**src/rtl/vga_plot_receiver.sv**
```systemverilog
// vga_plot_receiver
//   Turns the DESim pixel-plot stream (VGA_X/VGA_Y/VGA_COLOR + plot strobe)
//   into linear framebuffer writes. Accepted plots are queued in a small FIFO
//   and drained to a pixel-memory write port under a req/ack handshake.
//   A clear command sweeps the whole frame to CLEAR_COLOR; plots arriving
//   during the sweep stay queued and are written afterwards.
//
// Ports
//   CLOCK_50, Resetn        clock (rising edge), async active-low reset
//   VGA_X/VGA_Y/VGA_COLOR   plot coordinates and colour, sampled with plot
//   plot                    one-cycle write strobe, never back-pressured
//   clear                   full-frame clear request (level, sampled per cycle)
//   mem_addr/mem_data       registered write address (Y*XRES+X) and data
//   mem_we                  registered write request, held until mem_ack
//   mem_ack                 memory accepted the current request
//   busy                    queue non-empty, write/clear active, or clear pending
//   overflow                sticky: a plot was lost to a full queue
//   drop_count              saturating count of lost plots (full or clipped)
module vga_plot_receiver #(
    parameter int             XRES        = 160,
    parameter int             YRES        = 120,
    parameter int             XW          = 8,
    parameter int             YW          = 7,
    parameter int             CW          = 24,
    parameter int             AW          = 15,
    parameter int             DEPTH       = 8,
    parameter logic [CW-1:0]  CLEAR_COLOR = 24'h000000
) (
    input  logic          CLOCK_50,
    input  logic          Resetn,
    input  logic [XW-1:0] VGA_X,
    input  logic [YW-1:0] VGA_Y,
    input  logic [CW-1:0] VGA_COLOR,
    input  logic          plot,
    input  logic          clear,
    output logic [AW-1:0] mem_addr,
    output logic [CW-1:0] mem_data,
    output logic          mem_we,
    input  logic          mem_ack,
    output logic          busy,
    output logic          overflow,
    output logic [15:0]   drop_count
);

    localparam int            PW      = $clog2(DEPTH);
    localparam logic [AW-1:0] LAST    = AW'(XRES * YRES - 1);
    localparam logic [AW-1:0] XRES_A  = AW'(XRES);
    localparam logic [XW:0]   XRES_X  = (XW + 1)'(XRES);
    localparam logic [YW:0]   YRES_Y  = (YW + 1)'(YRES);
    localparam logic [PW:0]   FULL_N  = (PW + 1)'(DEPTH);

    typedef enum logic [1:0] {IDLE, WRITE, CLEAR} state_t;

    state_t        state, state_nx;
    logic [AW-1:0] fifo_addr [DEPTH];
    logic [CW-1:0] fifo_data [DEPTH];
    logic [PW-1:0] wr_ptr, rd_ptr;
    logic [PW:0]   count;
    logic          empty, full, in_range, push, pop, drop, lost;
    logic [AW-1:0] plot_addr;
    logic          clr_pend, clr_pend_nx;
    logic [AW-1:0] addr_nx;
    logic [CW-1:0] data_nx;
    logic          we_nx;
    logic          start_clr, take_entry, go_idle, at_boundary;

    assign empty     = (count == '0);
    assign full      = (count == FULL_N);
    assign in_range  = ({1'b0, VGA_X} < XRES_X) && ({1'b0, VGA_Y} < YRES_Y);
    assign plot_addr = AW'(VGA_Y) * XRES_A + AW'(VGA_X);

    // A full queue still takes a plot when the FSM pops on the same edge.
    assign push = plot && in_range && (!full || pop);
    assign lost = plot && in_range && full && !pop;
    assign drop = plot && !push;

    assign busy = !empty || (state != IDLE) || clr_pend;

    // Next-state / output-register logic.
    always_comb begin
        state_nx    = state;
        addr_nx     = mem_addr;
        data_nx     = mem_data;
        we_nx       = mem_we;
        pop         = 1'b0;
        start_clr   = 1'b0;
        take_entry  = 1'b0;
        go_idle     = 1'b0;
        at_boundary = 1'b0;
        // A clear request during a sweep is ignored, otherwise it latches.
        clr_pend_nx = clr_pend | (clear && (state != CLEAR));

        case (state)
            IDLE:  at_boundary = 1'b1;
            WRITE: at_boundary = mem_ack;
            CLEAR: begin
                if (mem_ack) begin
                    if (mem_addr < LAST) begin
                        addr_nx = mem_addr + AW'(1);
                    end else begin
                        clr_pend_nx = 1'b0;
                        if (!empty) take_entry = 1'b1;
                        else        go_idle    = 1'b1;
                    end
                end
            end
            default: state_nx = IDLE;
        endcase

        // Idle or a just-acked write: pending clear first, then the queue.
        if (at_boundary) begin
            if (clr_pend)    start_clr  = 1'b1;
            else if (!empty) take_entry = 1'b1;
            else             go_idle    = 1'b1;
        end

        if (start_clr) begin
            addr_nx  = '0;
            data_nx  = CLEAR_COLOR;
            we_nx    = 1'b1;
            state_nx = CLEAR;
        end
        if (take_entry) begin
            addr_nx  = fifo_addr[rd_ptr];
            data_nx  = fifo_data[rd_ptr];
            we_nx    = 1'b1;
            pop      = 1'b1;
            state_nx = WRITE;
        end
        if (go_idle) begin
            we_nx    = 1'b0;
            state_nx = IDLE;
        end
    end

    always_ff @(posedge CLOCK_50 or negedge Resetn) begin
        if (!Resetn) begin
            state    <= IDLE;
            mem_addr <= '0;
            mem_data <= '0;
            mem_we   <= 1'b0;
            clr_pend <= 1'b0;
        end else begin
            state    <= state_nx;
            mem_addr <= addr_nx;
            mem_data <= data_nx;
            mem_we   <= we_nx;
            clr_pend <= clr_pend_nx;
        end
    end

    always_ff @(posedge CLOCK_50 or negedge Resetn) begin
        if (!Resetn) begin
            wr_ptr <= '0;
            rd_ptr <= '0;
            count  <= '0;
        end else begin
            if (push) wr_ptr <= wr_ptr + PW'(1);
            if (pop)  rd_ptr <= rd_ptr + PW'(1);
            count <= count + (PW + 1)'(push) - (PW + 1)'(pop);
        end
    end

    // Queue storage needs no reset; occupancy is tracked by count.
    always_ff @(posedge CLOCK_50) begin
        if (push) begin
            fifo_addr[wr_ptr] <= plot_addr;
            fifo_data[wr_ptr] <= VGA_COLOR;
        end
    end

    always_ff @(posedge CLOCK_50 or negedge Resetn) begin
        if (!Resetn) begin
            overflow   <= 1'b0;
            drop_count <= '0;
        end else begin
            if (lost) overflow <= 1'b1;
            if (drop && (drop_count != 16'hFFFF)) drop_count <= drop_count + 16'd1;
        end
    end

endmodule

```
**config.mk**
```make
export PLATFORM = sky130hd
export DESIGN_NAME = vga_plot_receiver
export DESIGN_NICKNAME = d
export VERILOG_FILES = /design/src/rtl/vga_plot_receiver.sv
export SDC_FILE = /design/constraint.sdc
export NUM_CORES = 1
export LEC_CHECK = 0
export BUFFER_PORTS_ARGS = -buffer_cell sky130_fd_sc_hd__buf_2
export CAP_MARGIN = 0
export CORE_ASPECT_RATIO = 1.75
export CORE_UTILIZATION = 60
export CTS_BUF_LIST = sky130_fd_sc_hd__clkbuf_8 sky130_fd_sc_hd__clkbuf_16
export CTS_CLUSTER_DIAMETER = 100
export DETAILED_ROUTE_END_ITERATION = 7
export PLACE_DENSITY = 0.82
export SYNTH_ARGS = -nofsm -noshare
export SYNTH_HDL_FRONTEND = slang
export SYNTH_SLANG_ARGS = --single-unit
```
**constraint.sdc**
```tcl
create_clock -name CLOCK_50 -period 6.72 [get_ports CLOCK_50]
set_input_delay 1.344 -clock CLOCK_50 [delete_from_list [all_inputs] [get_ports CLOCK_50]]
set_output_delay 1.344 -clock CLOCK_50 [all_outputs]
set_load 0.05 [all_outputs]
```
Word-level counts from Yosys, hierarchy flattened:

Memory sizes are Yosys's and may differ from the RTL's.
Index checks and enable logic that the tools add are counted.

* add/subtract/negate cells: 7
* multiply operators: 1
* div/mod/pow operators: 0
* order comparisons: 3
* eq/ne operators: 6
* shifts and indexed selects: 0
* multiplexer cells: 37
* bitwise logic cells: 1
* reduce and logical (&&, ||, !) cells: 25

Operators by type and width (count)
* $mux 15: 5
* $mux 24: 2
* $mux 1: 25
* $add 16x1->16 const B: 1
* $ne 16x16->1 const B: 1
* $add 15x1->15 const B: 1
* $add 15x8->15: 1
* $lt 15x15->1 const B: 1
* $reduce_bool 3->1: 4
* $mul 7x3->10 const B: 1
* $logic_and 1x1->1: 8
* $lt 8x8->1 const B: 1
* $mux 2: 4
* $lt 7x7->1 const B: 1
* $add 3x1->3 const B: 2
* $add 4x1->4: 1
* $eq 4x4->1 const B: 1
* $logic_not 1->1: 4
* $logic_not 4->1: 1
* $ne 4x1->1 const B: 1
* $reduce_bool 2->1: 2
* $sub 4x1->4: 1
* $logic_or 1x1->1: 3
* $reduce_and 3->1: 1
* other kinds (7): 7

* bits in registers: 70
* bits in latches: 0
* memory bits (writable): 312
* memory bits (read-only): 0
* input port bits: 44
* output and inout bits: 58
* memories kept: 2

Memory list
* fifo_data: depth 8, width 24, read ports 1, clocked after Yosys merged registers in 0, write ports 1, line 56 `logic [CW-1:0] fifo_data [DEPTH];`
* fifo_addr: depth 8, width 15, read ports 1, clocked after Yosys merged registers in 0, write ports 1, line 55 `logic [AW-1:0] fifo_addr [DEPTH];`

Longest topological paths before layout:

Gate-level depths: netlist of the first run.

* depth after elaboration: 14
* gate-level depth with buffers: 15
* depth with buffers taken out: 13

Worst setup path before layout of the first run:

OpenSTA, ideal clock, no wires.

* path kind: input-to-reg
* start: in mem_ack
* end: mem fifo_addr[0][0], enable pin
* arrival time: 5986 ps
* slack: 201 ps
* stages: 7
* cells stage by stage: nor2b_1 -> or3_1 -> o21ai_0 -> o21a_2 -> inv_2 -> buf_4 -> nor4_1

* longest elaborated chain between the ends: 10

Ends and longest elaborated chain
* start: declaration: line 39 `input logic mem_ack,`
* $mux 1: line 97 `if (mem_ack) begin`
* $mux 1: line 93 `case (state)`
* $mux 1: line 113 `else if (!empty) take_entry = 1'b1;`
* $mux 1: line 112 `if (clr_pend) start_clr = 1'b1;`
* $mux 1 *: line 111 `if (at_boundary) begin`
* $mux 1 *: line 123 `if (take_entry) begin`
* $logic_or 1x1->1 *: line 73 `assign push = plot && in_range && (!full || pop);`
* $logic_and 1x1->1 *: line 73
* $mux 1 *: line 166 `if (push) begin`
* $mux 1 (not written as such) *: line 167 `fifo_addr[wr_ptr] <= plot_addr;`
* end: declaration: line 55

Every way passes the cells marked *; elsewhere a longest branch is shown, timed or not.

Final worst setup path of the first run:

* start: in VGA_Y[1]
* end: mem fifo_addr[4][13] (data pin)

* longest elaborated chain between the ends: 2

Ends and longest elaborated chain
* start: declaration: line 32 `input logic [YW-1:0] VGA_Y,`
* $mul 7x3->10: line 70 `assign plot_addr = AW'(VGA_Y) * XRES_A + AW'(VGA_X);`
* $add 15x8->15: line 70
* named net plot_addr[13]: line 60 `logic [AW-1:0] plot_addr;`

The timed path passes the listed nets, and every way through them passes these cells.

==> summary.txt, run 1 <==
Worst setup path
  • Worst setup EP type: register
  • Worst R2R Setup Slack: ~3.6 ns
  • Arr. time, crit path: ~4 ns
  • Critical path origin: VGA_Y[1]
  • Reg2reg start: rd_ptr[0]$_DFFE_PN0P_
  • R2r worst-path depth: 5
  • Slowest cell on the critical path: xnor2_1
  • Critical setup path kind: input pin to register
  • Startpoint Class: input pin
  • WP buf/inv: 2
  • Top delay family on crit path: adder cells
  • CP peak stage delay: 0.50 ns
  • Peak fanout along the critical path: 8
  • Levels on crit path: 10
  • Worst-path cell chain: buf_2 -> ha_1 -> ha_1 -> inv_1 -> fa_1 -> xor2_1 -> or3_1 -> nor4b_1 -> xnor2_1 -> xnor2_1
  • Critical R2R Capture: mem_addr[4]$_DFFE_PN0P_
  • CP required: 6.95 ns
  • CP endpoint: fifo_addr[4][13]$_DFFE_PP_

Drt
  • Drt via density: roughly 6.3
  • WL per Instance: between 20 and 25 µm
  • Number of DRC markers in iteration 0: 660
  • Drt pass-1 iters: 5
  • Antenna Nets Post-Route: 0
  • DRC: 0
  • Routed wire length: 31.95 mm
  • Via count: between 8000 and 9000

Timing
  • Period minus WS final: about 3.7 ns
  • Setup violators final: 0
  • Worst slew pin tran: between 1 and 1.5 ns
  • Slew HR: between 30% and 40%
  • RSZ-0062 raised after global routing: no
  • Setup TNS: 0 ns
  • Fin worst setup slack: roughly 3 ns
  • Worst Skew: 0.02310 ns
  • Final slew viol count: 0
  • Fmax: roughly 0.27 GHz
  • Fin. Hold Viols: 0
  • Fin crit share: between 50% and 60%
  • Hold WS: between 0.4 and 0.5 ns

CTS
  • Clock tree from TritonCTS: done
  • Worst-Skew Late Latency: about 0.53 ns
  • Worst-path clk slew: 0.07 ns
  • Root buf cell: clkbuf_16
  • Clock buffer depth: 3
  • Clk sinks: 382
  • CTS resizes: 0
  • TritonCTS Buffers: 34
  • Htree depth: 2
  • Post-CTS setup buffer count: 0
  • # hold bufs at CTS: 0

Min path
  • Hold Path Class: register to register
  • Hold Startpoint: mem_data[20]$_DFFE_PN0P_
  • Worst hold path cell count: 2

Pwr
  • Power per cell area: between 300 and 400 nW/µm²
  • Clk pwr share: between 20% and 30%
  • Combinational share of power: 24.5%
  • Internal Power: about 4.7 mW
  • Peak supply drop: 0.0002613 V
  • Tot Pwr: between 6 and 7 mW
  • P_sw: a little over 2 mW
  • Seq pwr share: between 40% and 50%
  • Leakage Power: approximately 6.3 nW
  • Switching share of total power: a little under a third

Finish
  • Design Area, Final: approximately 18000 µm²
  • Fin nets: 1052
  • Layout area overhead: 12.51%
  • # fillers: between 1500 and 2000
  • Fin cells: roughly 1300
  • FF/Latch Area: approximately 11000 µm²
  • Layout cell share with drive strength beyond 1: between 20 and 30%
  • Final Util: between 60% and 70%
  • Footprint of the multi-input gates: 4305 µm²

Synth
  • Post-Syn Area: ~16000 µm²
  • Ranking of synthesized cells by area: edfxtp_1 60%, mux4_2 11%, dfrtp_1 11%, mux2i_1 2.4%, ha_1 1.8%
  • Mapped Cells: 868
  • Warning count from the yosys run: 0
  • Top cell type by total area after synthesis: edfxtp_1
  • Post-synth EDFFs: about 310
  • Syn_area_per_cell: between 15 and 20 µm²
  • Post-synth top cells: 312 x edfxtp_1, 78 x mux4_2, 70 x dfrtp_1, 50 x nand2_1, 38 x mux2i_1
  • Main synth FF type: edfxtp_1
  • #FFs+latches synth: between 300 and 400
  • Synth async-reset ratio: 18.32%
  • Count leader, synth: edfxtp_1
  • Net count after synthesis: 938
  • Netlist cell types: 64
  • Seq/Total Area, Yosys: between 70 and 80%
  • Share of the synthesized area in the top cell type: 59.67%

Global routing
  • Largest net degree at the start of global routing: just over 70
  • Gr usage total: around 25%
  • Number of global-route vias before repair: a little under 9000
  • Initial antenna violation count: 1
  • Global-route wire length before repair: slightly below 50 mm
  • Gr ovfl total: 0

Die
  • Die Height: 216 µm
  • Die X: roughly 120 µm
  • Starting density of the core: 60.71%
  • Io pins: between 100 and 150
  • Full die area: about 27000 µm²
  • Number of cell rows: slightly below 80
  • Core ar.: roughly 26000 µm²

Placed design
  • DPL Wire Length: approximately 18 mm
  • Cell count after placement: between 1000 and 1500
  • GPL Wtd Cong: about 0.87
  • Placed Area: roughly 17000 µm²
  • IO Port Bufs: roughly 100
  • Pre-CTS WS: 2.528 ns

Flow run
  • Maximum capacitance violations: 0

Status
  • Outcome: completed
[power by group through the flow]
stage | clock, mW | combinational [mW] | sequential [mW]
2_1_floorplan | 0 | 1.17 | 3.23
3_3_place_gp | 0 | 1.61 | 3.15
3_5_place_dp | 0 | 1.64 | 3.16
4_1_cts | 1.99 | 1.66 | 3.12
5_1_grt | 2.07 | 1.77 | 3.15
6_report | 1.95 | 1.64 | 3.11
[tightest hold or removal path, stage by stage (launching register included)]
cell	delay, ns
dfrtp_1	0.34
nand2_1	0.04
o21ai_0	0.06
[worst min path at each step]
stage / end / slack [ns]
2_1_floorplan: count[0]$_DFF_PN0_ / 0.52
3_3_place_gp: overflow$_DFFE_PN0P_ / 0.45
3_5_place_dp: mem_data[20]$_DFFE_PN0P_ / 0.47
4_1_cts: mem_data[21]$_DFFE_PN0P_ / 0.48
5_1_grt: overflow$_DFFE_PN0P_ / 0.50
6_report: mem_data[20]$_DFFE_PN0P_ / 0.48
[final cells by class]
cell class              instances  area share [%]
diodes                          1         0.01417
flip-flops and latches        382           62.99
well taps                     320           2.266
clock buffers                  41           5.425
multi-input cells             427           24.37
inverters                      20          0.4250
repair buffers                117           3.555
clock inverters                20          0.9562
[state kept, by name, indices dropped and copies added, names as in the netlist]
| name | count |
|---|---|
| clr_pend | 1 |
| mem_we | 1 |
| state | 2 |
| wr_ptr | 3 |
| fifo_addr | 120 |
| mem_data | 24 |
| rd_ptr | 3 |
| count | 4 |
| mem_addr | 15 |
| fifo_data | 192 |
| drop_count | 16 |
| overflow | 1 |
[placed cells by master (no fill, tap or decap), types with 17 or more instances in the layout]
| cell type | count |
|---|---|
| dfrtp_1 | 67 |
| inv_1 | 22 |
| o21ai_0 | 36 |
| buf_4 | 17 |
| nand2_1 | 50 |
| xnor2_1 | 20 |
| clkbuf_16 | 35 |
| edfxtp_1 | 312 |
| mux2i_1 | 38 |
| nor2_1 | 24 |
| ha_1 | 23 |
| buf_2 | 100 |
| mux4_2 | 78 |
[cell families (layout without fill, tap and decap cells)]
logic type               Yosys count  after routing  synth area share, %
XOR/XNOR                          29             29                1.618
flip-flops                       382            382                70.83
adder cells (fa/ha/maj)           26             26                2.215
AO/OA/AOI/OAI                    109            109                4.574
multiplexers                     119            119                13.85
other                              0              1                    0
buffers and inverters             59            198                2.104
AND/OR/NAND/NOR                  144            144                4.813
[per-layer routing]
| layer | wire length (µm) | share of wire, % | global-route usage, % |
|---|---|---|---|
| met5 | 0 | 0 | 0 |
| met4 | 1593 | 5.0 | 13.57 |
| met2 | 16620 | 52 | 42.19 |
| met3 | 1857 | 5.8 | 3.941 |
| met1 | 11880 | 37 | 29.99 |
Note: power is estimated with default switching activity, not from simulation.
==> inputs of run 2 (changes only) <==
Settings changed: CORE_UTILIZATION 60 to 54, PLACE_DENSITY 0.82 to 0.78.
Clock period 6.72 ns to 3.25 ns, I/O delays scaled along.
==> run 2 against run 1 <==
Effect of this change:
- critical path depth rose by 3
- clock power rose by 100%
- largest cell class unchanged
- clock skew decreased by 0.010 ns
- combinational power grew 120%
==> summary.txt, run 2 (same netlist as run 1, synthesis figures left out) <==
Status
  • Outcome: completed

Timing
  • RSZ-0062 raised after global routing: no
  • Setup TNS: 0 ns (unchanged)
  • Slew HR: 43.97% (+11 points)
  • Fin crit share: between 90% and 100%
  • Fin. Hold Viols: 0 (unchanged)
  • Worst Skew: 0.01273 ns (-0.01037 ns)
  • Worst slew pin tran: 0.8405 ns (-0.1597 ns)
  • Final slew viol count: 0 (unchanged)
  • Fmax: about 0.34 GHz
  • Period minus WS final: approximately 3 ns
  • Setup violators final: 0 (unchanged)

CTS
  • Htree depth: 2 (unchanged)
  • # hold bufs at CTS: 0 (unchanged)
  • TritonCTS Buffers: 34 (unchanged)
  • CTS resizes: 0 (unchanged)
  • Post-CTS setup buffer count: 0 (unchanged)
  • Clk sinks: 382 (unchanged)
  • Root buf cell: clkbuf_16
  • Worst-path clk slew: 0.07 ns (about the same)
  • Clock buffer depth: 3 (unchanged)
  • Worst-Skew Late Latency: 0.52 ns (about the same)
  • Clock tree from TritonCTS: done

Die
  • Starting density of the core: 54.85% (-5.9 points)
  • Die Height: 227.6 µm (+5.4%)
  • Die X: 130.9 µm (+5.3%)
  • Core ar.: 28630 µm² (+11%)
  • Io pins: 102 (unchanged)
  • Number of cell rows: 82 (+5.1%)
  • Full die area: 29790 µm² (+11%)

Global routing
  • Global-route wire length before repair: 48.10 mm (-3.2%)
  • Gr usage total: 22.32% (-2.3 points)
  • Largest net degree at the start of global routing: 57 (-20%)
  • Number of global-route vias before repair: 8624 (-2.6%)
  • Gr ovfl total: 0 (unchanged)
  • Initial antenna violation count: 3 (+2)

Worst setup path
  • Critical setup path kind: register to register
  • CP peak stage delay: 0.49 ns (about the same)
  • Startpoint Class: register
  • CP required: 3.66 ns (-3.29 ns)
  • Top delay family on crit path: adder cells
  • Arr. time, crit path: 3.36 ns (-0.59 ns)
  • Peak fanout along the critical path: 8 (unchanged)
  • Worst-path cell chain: inv_1 -> ha_1 -> or3b_1 -> nand2_1 -> a21oi_1 -> o21a_2 -> inv_2 -> ha_1 -> inv_1 -> ha_1 -> inv_1 -> fa_1 -> xnor2_1
  • Worst setup EP type: register
  • WP buf/inv: 4 (+2)
  • Slowest cell on the critical path: or3b_1

Drt
  • Number of DRC markers in iteration 0: 622 (-5.8%)
  • Via count: 8391 (-0.32%)
  • WL per Instance: 22.40 µm (-6.9%)
  • Drt pass-1 iters: 5 (unchanged)
  • Drt via density: 5.981 (-5.6%)
  • Routed wire length: 31.42 mm (-1.7%)
  • Antenna Nets Post-Route: 0 (unchanged)
  • DRC: 0 (unchanged)

Placed design
  • IO Port Bufs: 101 (unchanged)
  • Cell count after placement: 1340 (+5.8%)
  • DPL Wire Length: 18.74 mm (+4.0%)
  • GPL Wtd Cong: 0.8559 (-1.5%)

Finish
  • # fillers: 1976 (+20%)
  • FF/Latch Area: 11140 µm² (+0.15%)
  • Footprint of the multi-input gates: 4345 µm² (+0.93%)
  • Fin nets: 1068 (+1.5%)
  • Layout area overhead: 14.61%
  • Largest regs: fifo_data x192, fifo_addr x120, mem_data x24
  • Most frequent cells in the layout: 312 x edfxtp_1, 100 x buf_2, 78 x mux4_2, 54 x dfrtp_1, 50 x nand2_1
  • Commonest non-fill, non-tap cell in the layout: edfxtp_1
  • Layout cell share with drive strength beyond 1: 29.94% (+1.6 points)
  • Fin cells: 1403 (+5.6%)
  • Top reg by flops: fifo_data
  • Max FFs per register: 192 (unchanged)
  • Final Util: 62.87% (-5.4 points)

Min path
  • Hold Path Class: input pin to asynchronous set/reset pin

Pwr
  • P_sw: 4.158 mW (+110%)
  • Peak supply drop: 0.0004545 V (+74%)
  • Seq pwr share: 46.0% (-0.4 points)
  • Clk pwr share: 28.4% (-0.7 points)
  • Combinational share of power: 25.6% (+1.1 points)
  • Tot Pwr: 13.91 mW (+110%)
  • Switching share of total power: 29.89% (-0.28 points)
  • Internal Power: 9.753 mW (+110%)
  • Leakage Power: 6.407 nW (+1.6%)
  • Power per cell area: 773.0 nW/µm² (+100%)

Flow run
  • Maximum capacitance violations: 0 (unchanged)
## run 2: changes by cell type in the layout (fill, tap and decap cells not counted), moves of 3 or more
cell      previous run  this run
dfrtp_1             67        54
nor3_2               8         5
buf_4               17        24
dfrtp_2              2        15
clkbuf_8             6         2
inv_1               22        26
nor3_4               0         3
clkinv_1             1         4
buf_12               0         9
## run 2: stage by stage
step                hold slack, ns  instance area [µm²]  worst slack (ns)
detailed placement          0.4555                16900           -0.1536
global placement            0.4508                16900          -0.07284
global route                0.2834                17990           0.09366
floorplan                   0.3544                15800           -0.3321
finish                      0.2135                18000            0.2997
CTS                         0.2432                17990            0.2796
## run 2: final timing paths
| kind | start | to | slack, ns | depth (start not counted) |
|---|---|---|---|---|
| worst max-delay path | count[2]$_DFF_PN0_ | count[2]$_DFF_PN0_ | 0.30 | 13 |
| worst max register to register | count[2]$_DFF_PN0_ | count[2]$_DFF_PN0_ | 0.30 | 13 |
| worst min-delay path | Resetn | mem_addr[14]$_DFFE_PN0P_ | 0.21 | 1 |
| worst min register to register | overflow$_DFFE_PN0P_ | overflow$_DFFE_PN0P_ | 0.47 | 1 |
| max in group asynchronous | Resetn | mem_data[7]$_DFFE_PN0P_ | 2.35 | 2 |
| min in group CLOCK_50 | mem_ack | state[0]$_DFFE_PN0P_ | 0.38 | 2 |
## run 2: final cells by class
cell class | instances | share of cell area [%]
repair buffers | 133 | 4.783
clock buffers | 37 | 5.020
well taps | 378 | 2.628
diodes | 3 | 0.04172
flip-flops and latches | 382 | 61.92
clock inverters | 23 | 1.043
multi-input cells | 427 | 24.15
inverters | 20 | 0.4172
## run 2: power by group through the flow
stage	Sequential [mW]	Combinational, mW	Clock (mW)
2_1_floorplan	6.68	2.47	0
3_5_place_dp	6.50	3.60	0
5_1_grt	6.46	3.85	4.18
4_1_cts	6.40	3.63	4.02
6_report	6.39	3.57	3.95
3_3_place_gp	6.46	3.54	0
## run 2: routing by layer
metal	part of all wire [%]	routed length [µm]	global-route usage, %
met1	38	11920	27.24
met4	3.4	1081	9.344
met5	0.025	8	0
met3	5.6	1746	3.995
met2	53	16670	38.81
==> inputs of run 3 (changes only) <==
Settings changed: GPL_TIMING_DRIVEN set to 0, PLACE_DENSITY 0.78 to 0.75, TNS_END_PERCENT set to 100.
==> run 3 against run 2 <==
Effect of this change:
- utilization rose by 1.0 points
- cell count rose by 2.6%
- sequential share of layout area fell by 1.0 points
- flip-flop and latch count did not move
- setup slack got worse by 0.11 ns
- first-iteration DRC count fell by 8.2%
- global-route usage rose by 1.1 points
- register-to-register slack got worse by 0.11 ns
- combinational power rose by 13%
- clock power fell by 5.8%
- non-clock buffer count rose by 36
- highest routed layer unchanged
==> summary.txt, run 3 (same netlist as run 1, synthesis figures left out) <==
Die
  • Die X: 130.9 µm (unchanged)
  • Full die area: 29790 µm² (unchanged)
  • Number of cell rows: 82 (unchanged)
  • Starting density of the core: 54.85% (unchanged)
  • Die Height: 227.6 µm (unchanged)
  • Io pins: 102 (unchanged)
  • Core ar.: 28630 µm² (unchanged)

Drt
  • Number of DRC markers in iteration 0: 571 (-8.2%)
  • Antenna Nets Post-Route: 0 (unchanged)
  • WL per Instance: 23.29 µm (+4.0%)
  • Via count: 8561 (+2.0%)
  • Routed wire length: 33.51 mm (+6.6%)
  • DRC: 0 (unchanged)
  • Drt via density: 5.949 (-0.53%)
  • Drt pass-1 iters: 5 (unchanged)

Timing
  • Fin crit share: 94.05% (+3.3 points)
  • Hold WS: 0.1222 ns (-0.09129 ns)
  • Period minus WS final: 3.057 ns (+0.1064 ns)
  • Setup TNS: 0 ns (unchanged)
  • Final slew viol count: 0 (unchanged)
  • Fin. Hold Viols: 0 (unchanged)
  • Fmax: 0.3272 GHz (-3.5%)
  • Worst Skew: 0.01960 ns (+0.006870 ns)
  • Slew HR: 26.88% (-17 points)
  • Setup violators final: 0 (unchanged)
  • Worst slew pin tran: 1.089 ns (+0.2485 ns)

Finish
  • FF/Latch Area: 11140 µm² (about the same)
  • Largest regs: fifo_data x192, fifo_addr x120, mem_data x24
  • Commonest non-fill, non-tap cell in the layout: edfxtp_1
  • Layout area overhead: 16.50%
  • # fillers: 2022 (+2.3%)
  • Layout cell share with drive strength beyond 1: 31.44% (+1.5 points)
  • Max FFs per register: 192 (unchanged)
  • Design Area, Final: 18290 µm² (+1.6%)
  • Fin cells: 1439 (+2.6%)
  • Most frequent cells in the layout: 312 x edfxtp_1, 118 x buf_2, 78 x mux4_2, 57 x dfrtp_1, 50 x nand2_1
  • Top reg by flops: fifo_data
  • Fin nets: 1104 (+3.4%)
  • Footprint of the multi-input gates: 4338 µm² (-0.17%)

Global routing
  • Initial antenna violation count: 1 (-2)
  • Met2 Use GR: 41.39% (+2.6 points)
  • Met3 Use GR: 3.972% (-0.024 points)
  • Global-route wire length before repair: 49.94 mm (+3.8%)
  • Largest net degree at the start of global routing: 40 (-30%)
  • Most used routing layer: met2
  • Gr ovfl total: 0 (unchanged)
  • GRT met1 Usage: 28.18% (+0.93 points)
  • Gr usage total: 23.46% (+1.1 points)
  • Number of global-route vias before repair: 8703 (+0.92%)

Worst setup path
  • Reg2reg start: mem_addr[10]$_DFFE_PN0P_
  • Worst-path cell chain: buf_6 -> and4bb_1 -> nand4_1 -> a21oi_1 -> o21a_2 -> buf_6 -> nand2_1 -> nor2_4 -> buf_12
  • Slowest cell on the critical path: nor2_4
  • CP peak stage delay: 0.63 ns (+0.14 ns)
  • Critical setup path kind: register to register
  • Critical path origin: mem_addr[10]$_DFFE_PN0P_
  • Cell mode on critical path: buf_6
  • Arr. time, crit path: 3.26 ns (-0.10 ns)
  • Startpoint Class: register
  • CP required: 3.45 ns (-0.21 ns)
  • WP buf/inv: 3 (-1)
  • Top delay family on crit path: simple AND/OR/NAND/NOR gates
  • Worst setup EP type: register
  • Peak fanout along the critical path: 23 (+15)

CTS
  • CTS resizes: 0 (unchanged)
  • Root buf cell: clkbuf_16
  • Worst-Skew Late Latency: 0.52 ns (about the same)
  • Clock buffer depth: 3 (unchanged)
  • Htree depth: 2 (unchanged)
  • Worst-path clk slew: 0.06 ns (about the same)
  • Clk sinks: 382 (unchanged)
  • TritonCTS Buffers: 34 (unchanged)
  • Clock tree from TritonCTS: done

Placed design
  • Placed Area: 17220 µm² (+1.9%)
  • GPL Wtd Cong: 0.8686 (+1.5%)
  • IO Port Bufs: 101 (unchanged)
  • Cell count after placement: 1370 (+2.2%)
  • DPL Wire Length: 22.17 mm (+18%)

Pwr
  • Leakage Power: 6.598 nW (+3.0%)
  • Peak supply drop: 0.0004687 V (+3.1%)
  • Tot Pwr: 13.95 mW (+0.27%)
  • Power per cell area: 762.6 nW/µm² (-1.4%)

Flow run
  • Maximum capacitance violations: 0 (unchanged)

Min path
  • Hold Path Class: input pin to asynchronous set/reset pin

Status
  • Outcome: completed
run 3: cell count changes in the layout (fill, tap and decap cells not counted), sizes merged:
cell / previous run / this run
bufinv: 3 / 0
clkinv: 11 / 12
clkbuf: 37 / 40
diode: 3 / 2
inv: 29 / 31
buf: 133 / 167
run 3: cell type report:
class	instances	area share, %
Antenna cell	2	0.02736
Buffer	39	1.416
Clock buffer	38	5.014
Clock inverter	23	0.5882
Inverter	20	0.4104
Multi-Input combinational cell	427	23.71
Sequential cell	382	60.88
Tap cell	378	2.586
Timing Repair Buffer	130	5.363
run 3: through the flow:
step	setup slack (ns)	utilization, %
floorplan	-0.3321	-
global placement	-2.248	58.61
detailed placement	-0.5087	60.15
CTS	0.02829	63.78
global route	-0.003609	63.89
finish	0.1934	63.90
run 3: timing repair:
item	CTS	global route
hold buffers	0	0
pin swaps	3	2
endpoints found under the setup margin	33	24
hold endpoints to repair	0	0
buffers inserted	2	4
run 3: final timing paths:
| path | to | slack (ns) | cells after the start |
|---|---|---|---|
| min reg2reg | overflow$_DFFE_PN0P_ | 0.47 | 1 |
| max in group asynchronous | mem_data[17]$_DFFE_PN0P_ | 2.49 | 2 |
| min in group CLOCK_50 | state[0]$_DFFE_PN0P_ | 0.36 | 2 |
| max reg2reg | fifo_addr[7][3]$_DFFE_PP_ | 0.19 | 9 |
| max | fifo_addr[7][3]$_DFFE_PP_ | 0.19 | 9 |
| min | mem_data[2]$_DFFE_PN0P_ | 0.12 | 1 |
run 3: worst reg2reg max path, delay by kind of cell, from the launching register on:
kind | cells | cell delay [ns]
buffers and inverters | 3 | 0.60
AND/OR/NAND/NOR | 4 | 1.33
flip-flops | 1 | 0.40
AO/OA/AOI/OAI | 2 | 0.40
run 3: per-layer routing:
layer  routed length, µm  share of wire (%)
met1               12760                 38
met2               17790                 53
met3                1765                5.3
met4                1185                3.5
met5                   8              0.024
run 3: where the power goes:
| part | switching (mW) | total (mW) | internal [mW] | leakage (nW) |
|---|---|---|---|---|
| Sequential | 0.282 | 6.20 | 5.92 | 3.72 |
| Clock | 1.69 | 3.72 | 2.03 | 0.553 |
| Combinational | 2.31 | 4.03 | 1.72 | 2.32 |
